<file path="src/rtl/pll_dpa_pkg.sv">
// Shared types and helpers for the DDR PLL dynamic-phase controller.
// Holds the controller state encoding, the control-word width and the step-direction rule.
package pll_dpa_pkg;

  localparam int DPA_W = 4;

  typedef enum logic [2:0] {
    IDLE,
    STEP,
    SETTLE,
    WAIT_LOCK,
    DONE,
    ERR
  } dpa_state_t;

  // Shortest circular path modulo 16; a half-turn distance resolves upward.
  function automatic logic step_up(input logic [DPA_W-1:0] cur,
                                   input logic [DPA_W-1:0] tgt);
    logic [DPA_W-1:0] diff;
    diff = tgt - cur;
    return (diff <= DPA_W'(8));
  endfunction

endpackage

</file>
<file path="src/rtl/dpa_lock_sync.sv">
// Two-flop synchronizer for the PLL lock plus a run-length counter of consecutive high samples.
// The counter only runs while en is high and restarts from zero otherwise.
module dpa_lock_sync #(
  parameter int LOCK_STABLE = 8
) (
  input  logic clkin,
  input  logic reset,
  input  logic pll_lock,
  input  logic en,
  output logic lock_s,
  output logic lock_stable
);

  localparam int STABLE_W = $clog2(LOCK_STABLE + 1);

  logic                sync_p0;
  logic [STABLE_W-1:0] stable;

  always_ff @(posedge clkin or posedge reset) begin
    if (reset) begin
      sync_p0 <= 1'b0;
      lock_s  <= 1'b0;
      stable  <= '0;
    end else begin
      sync_p0 <= pll_lock;
      lock_s  <= sync_p0;
      if (!en || !lock_s)
        stable <= '0;
      else
        stable <= stable + STABLE_W'(1);
    end
  end

  // High when one more high lock_s sample completes the required run.
  assign lock_stable = (stable == STABLE_W'(LOCK_STABLE - 1));

endmodule

</file>
<file path="src/rtl/pll_dpa_ctrl.sv">
// Runtime controller walking the PLL psda one step at a time toward a requested phase,
// settling and confirming lock after every step before reporting done or a lock timeout.
module pll_dpa_ctrl
  import pll_dpa_pkg::*;
#(
  parameter int               SETTLE_CYCLES = 16,
  parameter int               LOCK_STABLE   = 8,
  parameter int               LOCK_TIMEOUT  = 4096,
  parameter logic [DPA_W-1:0] PSDA_INIT     = 4'h0,
  parameter logic [DPA_W-1:0] DUTY_INIT     = 4'h8,
  parameter logic [DPA_W-1:0] FDLY_INIT     = 4'h0
) (
  input  logic             clkin,
  input  logic             reset,
  input  logic             req_valid,
  input  logic [DPA_W-1:0] req_psda,
  input  logic [DPA_W-1:0] req_dutyda,
  input  logic [DPA_W-1:0] req_fdly,
  output logic             req_ready,
  output logic             done,
  output logic             err,
  output logic             err_sticky,
  output logic             busy,
  input  logic             pll_lock,
  output logic [DPA_W-1:0] psda,
  output logic [DPA_W-1:0] dutyda,
  output logic [DPA_W-1:0] fdly
);

  localparam int SETTLE_W = $clog2(SETTLE_CYCLES + 1);
  localparam int TMO_W    = $clog2(LOCK_TIMEOUT + 1);

  dpa_state_t          state;
  logic [DPA_W-1:0]    tgt_psda;
  logic [DPA_W-1:0]    tgt_duty;
  logic [DPA_W-1:0]    tgt_fdly;
  logic [SETTLE_W-1:0] settle_cnt;
  logic [TMO_W-1:0]    tmo_cnt;
  logic                lock_s;
  logic                lock_stable;

  dpa_lock_sync #(
    .LOCK_STABLE(LOCK_STABLE)
  ) u_lock_sync (
    .clkin      (clkin),
    .reset      (reset),
    .pll_lock   (pll_lock),
    .en         (state == WAIT_LOCK),
    .lock_s     (lock_s),
    .lock_stable(lock_stable)
  );

  always_ff @(posedge clkin or posedge reset) begin
    if (reset) begin
      state      <= IDLE;
      psda       <= PSDA_INIT;
      dutyda     <= DUTY_INIT;
      fdly       <= FDLY_INIT;
      tgt_psda   <= '0;
      tgt_duty   <= '0;
      tgt_fdly   <= '0;
      settle_cnt <= '0;
      tmo_cnt    <= '0;
      req_ready  <= 1'b1;
      done       <= 1'b0;
      err        <= 1'b0;
      err_sticky <= 1'b0;
      busy       <= 1'b0;
    end else begin
      done <= 1'b0;
      err  <= 1'b0;
      case (state)
        IDLE: begin
          if (req_valid && req_ready) begin
            tgt_psda   <= req_psda;
            tgt_duty   <= req_dutyda;
            tgt_fdly   <= req_fdly;
            err_sticky <= 1'b0;
            req_ready  <= 1'b0;
            busy       <= 1'b1;
            state      <= STEP;
          end
        end
        STEP: begin
          dutyda <= tgt_duty;
          fdly   <= tgt_fdly;
          if (psda != tgt_psda)
            psda <= step_up(psda, tgt_psda) ? psda + DPA_W'(1) : psda - DPA_W'(1);
          settle_cnt <= '0;
          state      <= SETTLE;
        end
        SETTLE: begin
          if (settle_cnt == SETTLE_W'(SETTLE_CYCLES - 1)) begin
            tmo_cnt <= '0;
            state   <= WAIT_LOCK;
          end else begin
            settle_cnt <= settle_cnt + SETTLE_W'(1);
          end
        end
        WAIT_LOCK: begin
          // A stable lock on the final timeout cycle still counts as success.
          if (lock_s && lock_stable)
            state <= (psda == tgt_psda) ? DONE : STEP;
          else if (tmo_cnt == TMO_W'(LOCK_TIMEOUT - 1))
            state <= ERR;
          else
            tmo_cnt <= tmo_cnt + TMO_W'(1);
        end
        DONE: begin
          done      <= 1'b1;
          req_ready <= 1'b1;
          busy      <= 1'b0;
          state     <= IDLE;
        end
        ERR: begin
          done       <= 1'b1;
          err        <= 1'b1;
          err_sticky <= 1'b1;
          req_ready  <= 1'b1;
          busy       <= 1'b0;
          state      <= IDLE;
        end
        default: begin
          req_ready <= 1'b1;
          busy      <= 1'b0;
          state     <= IDLE;
        end
      endcase
    end
  end

endmodule

</file>
<file path="config.mk">
export PLATFORM = sky130hd
export DESIGN_NAME = pll_dpa_ctrl
export DESIGN_NICKNAME = d
export VERILOG_FILES = /design/src/rtl/pll_dpa_pkg.sv /design/src/rtl/dpa_lock_sync.sv /design/src/rtl/pll_dpa_ctrl.sv
export SDC_FILE = /design/constraint.sdc
export NUM_CORES = 1
export LEC_CHECK = 0
export CORE_MARGIN = 2
export CORE_UTILIZATION = 55
export CTS_CLUSTER_SIZE = 20
export DETAILED_ROUTE_END_ITERATION = 10
export PLACE_DENSITY_LB_ADDON = 0.2
export SETUP_SLACK_MARGIN = 0.2
export SLEW_MARGIN = 20
export SYNTH_ARGS = -nofsm -noshare
export SYNTH_HDL_FRONTEND = slang
export SYNTH_HIERARCHICAL = 1
export SYNTH_SLANG_ARGS = --single-unit
</file>
<file path="constraint.sdc">
create_clock -name clkin -period 3.6 [get_ports clkin]
set_input_delay 0.54 -clock clkin [delete_from_list [all_inputs] [get_ports clkin]]
set_output_delay 0.54 -clock clkin [all_outputs]
set_load 0.005 [all_outputs]
</file>
-- Word-level counts from Yosys, hierarchy flattened
Cells that the tools add are included.
- add/sub/neg operators: 6
- $lt $le $gt $ge: 1
- eq/ne operators: 16
- mux-type cells: 21
- bitwise operators: 1
- reductions and logical operators: 18
- operators by type and width (cell ; number):
    $mux W13 ; 3
    $pmux W13 S2 ; 1
    $mux W3 ; 5
    $add A13 B1 Y13 const B ; 1
    $eq A13 B12 Y1 const B ; 1
    $pmux W3 S4 ; 1
    $ne A2 B2 Y1 const B ; 5
    $pmux W5 S2 ; 1
    $reduce_and A2 Y1 ; 5
    $add A4 B1 Y4 const B ; 2
    $mux W4 ; 2
    $eq A3 B2 Y1 const B ; 2
    $eq A3 B3 Y1 const B ; 2
    $pmux W1 S2 ; 3
    $reduce_bool A2 Y1 ; 3
    $add A5 B1 Y5 const B ; 1
    $eq A5 B4 Y1 const B ; 1
    $mux W5 ; 1
    $eq A4 B3 Y1 const B ; 1
    $eq A4 B4 Y1 ; 1
    $le A4 B4 Y1 const B ; 1
    $mux W1 ; 4
    $ne A4 B4 Y1 ; 1
    $reduce_and A4 Y1 ; 1
    other kinds (12) ; 14
- bits in registers: 56
- output and inout port bits: 17
- logic and storage cells: 80

-- Depth between registers and ports, before layout
- word-level depth: 4
- gate-level depth with buffers: 14
- gate-level depth less buffers: 14

-- By module
Netlist, hierarchy kept.
- by module, submodules not included (module ; instances ; cells each ; area each (µm²) ; seq. area each (µm²)):
    pll_dpa_ctrl ; 1 ; 230 ; 2514.9 ; 1253.7
    dpa_lock_sync ; 1 ; 19 ; 227.7 ; 150.1

-- Worst setup path before layout
Ideal clock, no wire load.
- kind: register to register
- start: register psda[0]
- end: register psda[3]
- setup time: 0.126 ns
- data arrival time: 2.692 ns
- path slack: 0.783 ns
- stages on the path, launching flop included: 14
- buffers on the path: 0
- clock period less this slack: 2.817 ns
- cells stage by stage: dfrtp_1 ha_1 inv_1 fa_1 nand2b_1 o32ai_1 or4b_4 inv_2 ha_1 a21o_1 a21oi_1 nor2b_1 mux2i_1 xnor2_1
- cells in the longest elaborated chain, start to end: 3
- elaborated cells on any way between the ends: 7
- those cells by class: add/sub (3); order compare (1); eq/ne (1); mux (1); reduce/logical (1)
- RTL lines (element ; line ; RTL):
    from (decl) ; pll_dpa_ctrl.sv:25 ; output logic [DPA_W-1:0] psda,
    from (signal assigned) ; pll_dpa_ctrl.sv:88 ; psda <= step_up(psda, tgt_psda) ? psda + DPA_W'(1) : psda - DPA_W'(1);
    $sub A4 B4 Y4 ; pll_dpa_pkg.sv:20 ; diff = tgt - cur;
    $le A4 B4 Y1 ; pll_dpa_pkg.sv:21 ; return (diff <= DPA_W'(8));
    $mux W4 ; pll_dpa_ctrl.sv:88 ;
Parallel ways exist; a longest one is shown, timed or not.
A chain may end at the register's enable or synchronous reset.

-- Worst setup path in the final report
Ends and elaborated chain as after synthesis.

==> flow_summary_export.csv <==
group,metric,value,unit
outcome,outcome,"complete, no violations",
die,die_area,0.00557,mm²
final_layout,nets,310,
sta,max_freq,0.334,GHz
min_path,hp-start,"u_lock_sync/sync_p0",
global_routing,grt_overflow,0,
setup_path,critPathBufInv,2,
global_routing,antenna_found_initial,0,
min_path,hold_depth,0,
die,initial_utilization,57.7,%
setup_path,path_class,"reg -> reg",
clock_network,post_cts_buffers,0,
global_routing,track_usage,19.2,%
logic_synthesis,synth_nets,276,
clock_network,cts_tree,"built",
setup_path,crit_cells,13,
die,die_h,74.6,µm
sta,slew_violations,0,
die,core,0.00475,mm²
logic_synthesis,synth_edf_count,0,
setup_path,cpPeakStageDelay,0.50,ns
drt,drt_iter0_markers,57,
logic_synthesis,synthesis.area,0.00274,mm²
pwr,peakVddDrop,0.184,mV
sta,rsz0062_at_grt,"false",
global_routing,grt_pass1_wl,8060,µm
min_path,hold_class,"reg -> reg",
final_layout,instances_no_fill,351,
min_path,min_to,"u_lock_sync/lock_s",
drt,vias_per_cell,5.42,
sta,period_minus_slack,2.99,ns
placed_design,dp.cells,343,
die,die_w,74.6,µm
logic_synthesis,synthArstFlopShare,100,%
setup_path,r2r_slack,0.61,ns
final_layout,fillerInstances,385,
drt,antenna_left,0,
final_layout,antenna_cells,0,
pwr,powerDensity,328,mW/mm²
setup_path,start_kind,"flop",
final_layout,area_delta_synth_final,18.4,%
setup_path,cp_data_required_time,3.80,ns
clock_network,clock-sinks,56,
drt,num_vias,1902,
drt,routedWlPerCell,13.3,µm
sta,setup_viol,0,
drt,drc,0,
logic_synthesis,netlist_top_cells_area,"dfrtp_1 (49%), mux2_2 (4.9%), ha_1 (4.1%), xnor2_1 (3.5%), mux2_1 (2.9%)",
final_layout,drive_gt1_share,12.0,%
die,num_rows,25,
placed_design,place_congestion,0.822,
die,ios,33,
clock_network,htreeDepth,2,
logic_synthesis,yosysTopAreaCell,"dfrtp_1",
clock_network,clk_pin_slew_worst_paths,0.10,ns
sta,period_share,83.1,%
sta,tightest_slew,0.840,ns
placed_design,hpwl,3320,µm
logic_synthesis,syn_inst,249,
pwr,p_total,1070,µW
placed_design,io_buffer_count,32,
drt,wl,4680,µm
global_routing,grt_pass1_vias,1749,
setup_path,cp_slowest_cell,"or4b_4",
clock_network,root_buffer,"clkbuf_8",
clock_network,clkLatencyLatePin,0.31,ns
logic_synthesis,yosysUniqueCellTypes,47,
logic_synthesis,syn_area_per_cell,11.0,µm²
sta,clock_skew,0.00363,ns
setup_path,crit_chain,"ha_1 > inv_1 > fa_1 > xor2_1 > o32ai_1 > or4b_4 > inv_2 > ha_1 > a21o_1 > a21oi_1 > nor2b_1 > mux2i_1 > xnor2_1",
setup_path,reg2reg_from,"psda[0]",
clock_network,clk_path_buf_depth,2,
clock_network,numCtsBuffers,5,
drt,drtPass1Iterations,6,
logic_synthesis,synth_seq_cells,56,
run,max-cap-violations,0,
setup_path,cpLargestDelayFamily,"adder cells",
setup_path,worst_setup_path_end_kind,"flop",
logic_synthesis,ys_seq_area_share,51.2,%
sta,tns,0,ns
clock_network,ctsResizeCount,0,
logic_synthesis,ys_warn_count,6,
clock_network,cts.hold.buffers_added,0,
sta,hold_viol_final,0,
sta,slew_headroom,43.9,%
setup_path,reg2reg_depth,13,
logic_synthesis,synth_top_area_share,49.3,%
setup_path,cp.arrival,3.19,ns
setup_path,cp_common_cell,"ha_1",
setup_path,rr_endpoint,"psda[3]",
setup_path,worstPathMaxFanout,5,
logic_synthesis,synth_flop_cell,"dfrtp_1",
pwr,leakage,0.00148,µW
global_routing,grt_start_max_net_pins,51,
worst max path at each step:
stage | startpoint | endpoint | slack [ns]
global placement | psda[0] | psda[3] | 0.72
global route | psda[0] | psda[3] | 0.36
CTS | psda[0] | psda[3] | 0.58
finish | psda[0] | psda[3] | 0.61
detailed placement | psda[0] | psda[3] | 0.59
floorplan | psda[0] | psda[3] | 0.78
kinds of logic (layout without fill, tap and decap cells):
| family | count (synthesis) | in the layout | share of synthesized area (%) |
|---|---|---|---|
| compound gates | 31 | 31 | 7.71 |
| xor+xnor | 17 | 17 | 5.70 |
| fa+ha+maj | 11 | 11 | 5.57 |
| buf+inv | 21 | 56 | 3.01 |
| flops | 56 | 56 | 51.2 |
| mux | 21 | 21 | 8.53 |
| simple gates | 92 | 92 | 18.3 |
synth_stat cells (2+ instances only):
library cell and n:
nor4_2 2, nand4_1 4, o21bai_1 2, o21ai_0 5
nand2b_1 2, a211oi_1 3, nor2b_1 5, nor3_1 4
a22o_1 5, dfstp_2 2, buf_2 3, dfrtp_1 54
o21ai_1 6, or3_1 2, nand3_1 8, nand4b_1 2
nor4_1 3, fa_1 2, inv_1 12, nor2_1 21
mux2_2 12, a21oi_1 3, xor2_1 5, nand2_1 21
xnor2_1 11, mux2i_1 2, a21o_1 2, clkbuf_1 4
and3_1 5, mux2_1 7, nor3b_1 4, ha_1 9
and2_1 3
cells in the final DEF, fill, tap and decap left out, types with 6 or more instances in the layout:
cell and instances:
dfrtp_1 54, inv_1 11, xnor2_1 11, nor2_1 21, nand2_1 21, o21ai_1 6
nand3_1 8, mux2_2 12, ha_1 9, clkdlybuf4s50_1 32, mux2_1 7
sequential cells by signal (all words and copies together), names as in the netlist:
register,flops
u_lock_sync/sync_p0,1
tgt_psda,4
fdly,4
tgt_fdly,4
settle_cnt,5
u_lock_sync/lock_s,1
busy,1
dutyda,4
tmo_cnt,13
u_lock_sync/stable,4
req_ready,1
psda,4
err_sticky,1
tgt_duty,4
state,3
done,1
err,1
per-stage QoR:
| stage | setup WS, ns | utilization (%) | hold slack, ns | cell area (µm²) |
|---|---|---|---|---|
| 4_1_cts | 0.582 | 68.3 | 0.364 | 3250 |
| 2_1_floorplan | 0.783 | - | 0.331 | 2740 |
| 5_1_grt | 0.362 | 68.3 | 0.376 | 3250 |
| 3_5_place_dp | 0.594 | 65.9 | 0.342 | 3140 |
| 6_report | 0.607 | 68.3 | 0.358 | 3250 |
| 3_3_place_gp | 0.717 | 65.9 | 0.335 | 3140 |
layer usage:
| layer | global-route usage (%) | vias to the layer above | wire length [µm] |
|---|---|---|---|
| met5 | 0 | - | 0 |
| met4 | 7.94 | 0 | 99 |
| met3 | 4.28 | 10 | 148 |
| met2 | 29.9 | 32 | 2200 |
| met1 | 26.3 | 928 | 2230 |
| li1 | - | 932 | - |
report_power, final:
group	switching, µW	internal [µW]
clock	201	206
combinational	14.3	14.5
sequential	0.955	630
final cells by class:
type | count | area (µm²) | area share [%]
sequential | 56 | 1400 | 43.2
multi-input combinational | 172 | 1260 | 38.7
clock buffer | 5 | 68.8 | 2.12
timing repair buffer | 35 | 343 | 10.6
clock inverter | 3 | 42.5 | 1.31
tap | 67 | 83.8 | 2.58
inverter | 13 | 50.0 | 1.54
Note: power is estimated with default switching activity, not from simulation.
